**src/rtl/boid_pkg.sv**
```systemverilog
// boid_pkg: boid record layout, field widths, FSM states and unpack helpers
package boid_pkg;
  localparam int X_W = 28;
  localparam int Y_W = 27;
  localparam int V_W = 21;
  localparam int FRAC_W = 16;
  localparam int REC_W = 97;
  localparam int WORD_W = 32;
  typedef struct packed {
    logic [X_W-1:0] x;
    logic [Y_W-1:0] y;
    logic [V_W-1:0] vx;
    logic [V_W-1:0] vy;
  } boid_rec_t;
  typedef enum logic [1:0] {IDLE, STREAM, DRAIN} fetch_state_t;
  function automatic logic [WORD_W-1:0] unpack_x(input logic [X_W-1:0] v);
    return {{(WORD_W-X_W){1'b0}}, v};
  endfunction
  function automatic logic [WORD_W-1:0] unpack_y(input logic [Y_W-1:0] v);
    return {{(WORD_W-Y_W){1'b0}}, v};
  endfunction
  function automatic logic [WORD_W-1:0] unpack_v(input logic [V_W-1:0] v);
    return {{(WORD_W-V_W){v[V_W-1]}}, v};
  endfunction
endpackage

```
**src/rtl/boid_skid_fifo.sv**
```systemverilog
// boid_skid_fifo: 2-entry output FIFO with head-of-queue view
module boid_skid_fifo #(
  parameter int W = 8
) (
  input  logic         clk,
  input  logic         reset,
  input  logic         push,
  input  logic         pop,
  input  logic [W-1:0] din,
  output logic [1:0]   occ,
  output logic [W-1:0] head
);
  logic [W-1:0] e0, e1;
  assign head = e0;
  always_ff @(posedge clk) begin
    if (reset) begin
      e0 <= '0;
      e1 <= '0;
      occ <= '0;
    end else begin
      occ <= occ + {1'b0, push} - {1'b0, pop};
      if (pop && occ == 2'd2)
        e0 <= e1;
      if (push) begin
        if (occ == 2'd0 || (occ == 2'd1 && pop))
          e0 <= din;
        else
          e1 <= din;
      end
    end
  end
endmodule

```
**src/rtl/boid_fetch.sv**
```systemverilog
// boid_fetch: streams unpacked boid records from M10K in index order; BOID_FETCH_SKIP_SELF_EN skips self_idx
module boid_fetch
  import boid_pkg::*;
#(
  parameter int NUM_BOIDS = 32,
  localparam int IDX_W = (NUM_BOIDS > 1) ? $clog2(NUM_BOIDS) : 1
) (
  input  logic               clk,
  input  logic               reset,
  input  logic               start,
  input  logic [IDX_W-1:0]   self_idx,
  output logic               busy,
  output logic               done,
  output logic               mem_rd_en,
  output logic [IDX_W-1:0]   mem_rd_addr,
  input  logic [REC_W-1:0]   mem_rd_data,
  output logic               out_valid,
  input  logic               out_ready,
  output logic [WORD_W-1:0]  out_x,
  output logic [WORD_W-1:0]  out_y,
  output logic [WORD_W-1:0]  out_vx,
  output logic [WORD_W-1:0]  out_vy,
  output logic [IDX_W-1:0]   out_idx,
  output logic               out_last
);
`ifdef BOID_FETCH_SKIP_SELF_EN
  localparam bit SKIP = 1'b1;
`else
  localparam bit SKIP = 1'b0;
`endif
  localparam int PTR_W = IDX_W + 1;
  localparam logic [PTR_W-1:0] NB = PTR_W'(NUM_BOIDS);
  typedef struct packed {
    logic             last;
    logic [IDX_W-1:0] idx;
    boid_rec_t        rec;
  } ent_t;
  fetch_state_t     state;
  logic [PTR_W-1:0] ptr, nxt_raw, nxt;
  logic [IDX_W-1:0] self_q, infl_idx;
  logic             inflight, infl_last, pop, has_addr, issue, last, finish;
  logic [1:0]       occ;
  ent_t             head;
  assign pop = out_valid & out_ready;
  assign has_addr = ptr < NB;
  assign issue = state == STREAM && has_addr && ({1'b0, occ} + {2'b0, inflight}) < (3'd2 + {2'b0, pop});
  assign nxt_raw = ptr + PTR_W'(1);
  assign nxt = (SKIP && nxt_raw == {1'b0, self_q}) ? ptr + PTR_W'(2) : nxt_raw;
  assign last = nxt >= NB;
  assign finish = !inflight && occ == {1'b0, pop};
  assign busy = state != IDLE;
  assign mem_rd_en = issue;
  assign mem_rd_addr = ptr[IDX_W-1:0];
  always_ff @(posedge clk) begin
    if (reset) begin
      state <= IDLE;
      ptr <= '0;
      self_q <= '0;
      inflight <= 1'b0;
      infl_idx <= '0;
      infl_last <= 1'b0;
      done <= 1'b0;
    end else begin
      done <= 1'b0;
      inflight <= issue;
      infl_idx <= ptr[IDX_W-1:0];
      infl_last <= last;
      if (state == IDLE) begin
        if (start) begin
          self_q <= self_idx;
          ptr <= (SKIP && self_idx == '0) ? PTR_W'(1) : '0;
          state <= STREAM;
        end
      end else if (state == STREAM) begin
        if (!has_addr) begin
          state <= IDLE;
          done <= 1'b1;
        end else if (issue) begin
          ptr <= nxt;
          if (last)
            state <= DRAIN;
        end
      end else if (finish) begin
        state <= IDLE;
        done <= 1'b1;
      end
    end
  end
  boid_skid_fifo #(.W($bits(ent_t))) u_fifo (
    .clk   (clk),
    .reset (reset),
    .push  (inflight),
    .pop   (pop),
    .din   ({infl_last, infl_idx, mem_rd_data}),
    .occ   (occ),
    .head  (head)
  );
  assign out_valid = occ != 2'd0;
  assign out_last = out_valid & head.last;
  assign out_idx = head.idx;
  assign out_x = unpack_x(head.rec.x);
  assign out_y = unpack_y(head.rec.y);
  assign out_vx = unpack_v(head.rec.vx);
  assign out_vy = unpack_v(head.rec.vy);
endmodule

```
**config.mk**
```make
export PLATFORM = sky130hd
export DESIGN_NAME = boid_fetch
export DESIGN_NICKNAME = d
export VERILOG_FILES = /design/src/rtl/boid_pkg.sv /design/src/rtl/boid_skid_fifo.sv /design/src/rtl/boid_fetch.sv
export SDC_FILE = /design/constraint.sdc
export NUM_CORES = 1
export LEC_CHECK = 0
export BUFFER_PORTS_ARGS = -buffer_cell sky130_fd_sc_hd__buf_2
export CAP_MARGIN = 0
export CORE_MARGIN = 2
export CORE_UTILIZATION = 55
export CTS_BUF_LIST = sky130_fd_sc_hd__clkbuf_4
export DETAILED_ROUTE_END_ITERATION = 12
export GPL_TIMING_DRIVEN = 0
export HOLD_SLACK_MARGIN = 0.1
export PLACE_DENSITY = 0.82
export SLEW_MARGIN = 10
export SYNTH_ARGS = -nofsm -noshare
export SYNTH_HDL_FRONTEND = slang
export SYNTH_SLANG_ARGS = --single-unit
```
**constraint.sdc**
```tcl
create_clock -name clk -period 2.35 [get_ports clk]
set_input_delay 0.47 -clock clk [delete_from_list [all_inputs] [get_ports clk]]
set_output_delay 0.47 -clock clk [all_outputs]
set_load 0.1 [all_outputs]
```
[Yosys cells after proc, flatten, opt, wreduce, memory -nomap -nowiden]
Index checks and enable logic that the tools add are counted.
Cells by class
  reduce and logical (&&, ||, !) cells: 19
  bitwise operators: 3
  magnitude comparators: 3
  eq/ne operators: 7
  multiplexer cells: 18
  $add $sub $neg: 5
Operators by type and width (number)
  103-bit two-way mux: 3
  6-bit two-way mux: 5
  2-bit two-way mux: 7
  2-bit nonzero test: 5
  4-bit != test (second input constant): 2
  4-bit AND reduction: 2
  6-bit by 1-bit adder with 6-bit output (second input constant): 1
  6-bit greater-or-equal comparator (second input constant): 1
  6-bit < comparator (second input constant): 1
  1-bit logical AND: 5
  2-bit by 1-bit equality test with 1-bit output (second input constant): 2
  2-bit logical NOT: 2
  2-bit by 1-bit adder with 3-bit output: 1
  2-bit by 1-bit adder with 3-bit output (first input constant): 1
  3-bit < comparator: 1
  1-bit two-way mux: 3
  3-bit nonzero test: 1
  2-bit by 1-bit adder with 2-bit output: 1
  1-bit bitwise AND: 2
  2-bit by 1-bit equality test with 1-bit output: 1
  2-bit equality test (second input constant): 1
  2-bit != test (second input constant): 1
  2-bit AND reduction: 1
  2-bit OR reduction: 1
  4 further kinds: 4
Word-level totals
  logic and storage cells: 64
  register bits: 224
  bits of input ports: 106
  output and inout bits: 143

[Logic depth before layout (Yosys ltp)]
  depth in word-level cells: 9
  mapped depth: 9
  gate-level depth less buffers: 8

[Cells and area by module]
A second synthesis with hierarchy kept.
Unflattened totals
  cells, all modules: 1164
  area total of the unflattened synthesis: 10726.5 µm²
By module, submodules not included
  boid_skid_fifo: seq. area each 4164.0 µm², area an instance 9738.1 µm², times used 1, cells an instance 1048
  boid_fetch: seq. area each 320.3 µm², area an instance 988.4 µm², times used 1, cells an instance 116

[Worst setup path before layout]
OpenSTA, ideal clock, no wires.
  path type: register to output
  start point: register state[0]
  end point: output mem_rd_en
  required time: 1.880 ns
  data arrival time: 2.344 ns
  slack: -0.464 ns
  stages on the path, launching flop included: 5
  cells stage by stage: dfxtp_1 or3b_1 buf_6 or2_4 nor2_1
Between the ends
  word-level cells in the longest chain between the ends: 3
Ends and longest elaborated chain
  from (decl): RTL line boid_fetch.sv:38  | fetch_state_t state;
  from (signal assigned): RTL line boid_fetch.sv:56  | state <= IDLE;
  from (signal assigned): RTL line boid_fetch.sv:72  | state <= STREAM;
  from (signal assigned): RTL line boid_fetch.sv:76  | state <= IDLE;
  2-bit by 1-bit equality test with 1-bit output: RTL line boid_fetch.sv:46  | assign issue = state == STREAM && has_addr && ({1'b0, occ} + {2'b0, inflight}) < (3'd2 + {2'b0, pop});
  1-bit logical AND (2 in series): RTL line boid_fetch.sv:46
  to (decl): RTL line boid_fetch.sv:14  | output logic mem_rd_en,
Every way passes these cells.

[Worst setup path in the final report]
  start point: register inflight
  end point: output mem_rd_en
Between the ends
  word-level cells in the longest chain between the ends: 3
Ends and longest elaborated chain
  from (decl): RTL line boid_fetch.sv:41  | logic inflight, infl_last, pop, has_addr, issue, last, finish;
  from (signal assigned): RTL line boid_fetch.sv:65  | inflight <= issue;
  2-bit by 1-bit adder with 3-bit output: RTL line boid_fetch.sv:46
  3-bit < comparator: RTL line boid_fetch.sv:46
  1-bit logical AND: RTL line boid_fetch.sv:46
Every way passes these cells.

==> impl_metrics.toml <==
[routing]
vias = 9962
drtPass1Iterations = 7
drc = 0
ant_nets = 0
routedWlPerCell_um = 14.9
viasPerCell = 5.19
first_iter_violations = 606
routed_wl_um = 28700

[cells_and_area]
layout.nets = 1769
area_delta_synth_final_pct = 34.2
instances_no_fill = 1921
final_cell_mix = "nand2_1 (416), buf_2 (244), dfxtp_1 (217), buf_4 (146)"
drive_gt1_share_pct = 30.5
fillCellCount = 1258
mostFrequentLayoutCell = "nand2_1"

[placed_design]
dp.cells = 1723
port_buffers = 234
preCtsSetupSlack_ps = 80.1
dp_hpwl_um = 17600
gp_congestion = 0.829

[timing]
post-route-min-period_ps = 2420
final_max_slew_viol_count = 0
finalSetupTns_ps = -66.1
layout_setup_ws_ps = -66.1
slew_headroom_pct = 48.7
finalHoldViolCount = 0
rsz0062_at_grt = "true"
hold_ws_ps = 170
setup_violations = 1
tightestPinTransition_ps = 769
final.period_utilization_pct = 103
fin_skew_ps = 22.3
fmax_mhz = 414

[global_routing]
grt_pass1_vias = 9409
overflow = 0
grt_usage_pct = 29.3
grt_start_max_net_pins = 16
antenna_found_initial = 2
grt_pass1_wl_um = 44500

[logic_synthesis]
seq_area_frac_synth_pct = 46.0
async_reset_ff_share_pct = 0
ys.flop_type = "dfxtp_1"
synthTopCellsByArea = "dfxtp_1 (46%), nand2_1 (16%), buf_4 (11%)"
synth_top_area_cell = "dfxtp_1"
ys_ff_latch = 224
syn-mean-instance-area_um2 = 7.77
synth_edf_count = 0
synth_warnings = 0
syn_inst = 1256
synth_area_um2 = 9760
synth.top_cell.area_share_pct = 46.0
ys_types = 38

[status]
outcome = "finished, violations left"
violations = "setup timing"

[worst_setup_path]
crit_type = "reg -> out"
crit_arrival_ps = 1950
cp-end-kind = "primary output"
cp-start-kind = "register"
cp_max_fo = 5
cp.required_ps = 1880

[job]
timing.max_cap.violations = 0

[clock_network]
cts.sinks = 224
cts_htree_levels = 2
clockRootBuffer = "clkbuf_4"
cts_tree = "done"
cts_made_buffers = 56
clk_path_buf_depth = 3
clkTransAtPathRegs_ps = 70
clock_latency_ps = 680

[floorplan]
initial_utilization_pct = 56.4
coreArea_um2 = 17300
die_h_um = 137
fp.dieArea_um2 = 18800
ios = 249
die_x_um = 137
row_count = 48

[power]
power_leakage_nw = 5.61
ir_drop_uv = 600
cellPowerDensity_nw_per_um2 = 947

[hold_path]
hold_class = "in -> reg"
## where the power goes
part | switching [mW] | internal (mW)
clock network | 1.56 | 1.85
logic | 3.52 | 1.15
registers | 0.198 | 4.13
total | 5.27 | 7.13
## synthesized netlist by cell type (2+ instances only)
cell / instances
buf_4: 139
a311oi_1: 103
or3b_1: 2
or3_1: 2
o21a_1: 2
a21oi_1: 112
or2_2: 2
dfxtp_1: 224
ha_1: 5
xnor2_1: 2
buf_2: 27
nor2b_1: 5
nor3_1: 2
o21ai_0: 4
nand2_1: 416
nand3_1: 6
clkbuf_1: 64
nor2_1: 113
inv_1: 6
a21o_2: 2
## layout make-up
| cell class | count | area, um^2 | share of cell area, % |
|---|---|---|---|
| flip-flops and latches | 224 | 4500 | 34.4 |
| repair buffers | 337 | 2250 | 17.2 |
| inverters | 6 | 22.5 | 0.172 |
| multi-input cells | 802 | 3880 | 29.6 |
| clock inverters | 9 | 90.1 | 0.688 |
| well taps | 225 | 282 | 2.15 |
| clock buffers | 85 | 638 | 4.87 |
| plain buffers | 231 | 1430 | 10.9 |
| diodes | 2 | 5.00 | 0.0382 |
## logic make-up (layout without fill, tap and decap cells)
family / Yosys count / after routing / share of synthesized area (%)
AO/OA/AOI/OAI: 227 / 227 / 15.8
XOR/XNOR: 3 / 3 / 0.269
adder cells (fa/ha/maj): 5 / 5 / 0.641
buffers and inverters: 238 / 668 / 14.9
flip-flops: 224 / 224 / 46.0
other: 1 / 11 / 0.0384
AND/OR/NAND/NOR: 558 / 558 / 22.3
## state kept, by name (all words and copies together), names as in the netlist
signal	cells
state	2
u_fifo.head	103
infl_idx	5
inflight	1
infl_last	1
u_fifo.e1	103
ptr	6
u_fifo.occ	2
done	1
## worst max-delay path: stages (launching register included)
cell and delay (ps):
dfxtp_4 350, ha_2 190, ha_4 170, or2_4 260, nor2_4 120, buf_12 190
## through the flow
stage                     total power [mW]  cell area, um^2  util, %
final                                 12.4            13100     75.7
after global routing                  12.9            13100     75.7
after CTS                             12.3            13000     75.2
after detailed placement              8.80            11200     65.0
after global placement                8.75            11200     65.0
after floorplan                       8.03             9790        -
## path summary, 6_finish.rpt
check                 from  cells past startpoint       endpoint  slack, ps
max               inflight                      5      mem_rd_en        -70
min reg2reg    infl_idx[1]                      2  u_fifo.e1[98]        450
max reg2reg  u_fifo.occ[0]                      6   u_fifo.e1[2]        230
min                  reset                      3         ptr[2]        170
## metal layers
layer  wire [um]  global-route usage, %
met5          13                      0
met4         857                   11.5
met3        2090                   5.81
met2       14000                   50.6
met1       11700                   35.9
## what timing repair did
action | 4_1_cts | 5_1_grt
gates cloned | 0 | 0
hold buffers | 97 | 0
endpoints found under the setup margin | 2 | 37
hold endpoints to repair | 189 | 0
pin swaps | 3 | 3
setup buffers | 5 | 1
gates resized for setup | 13 | 31
Power figures use the tool's default switching activity.
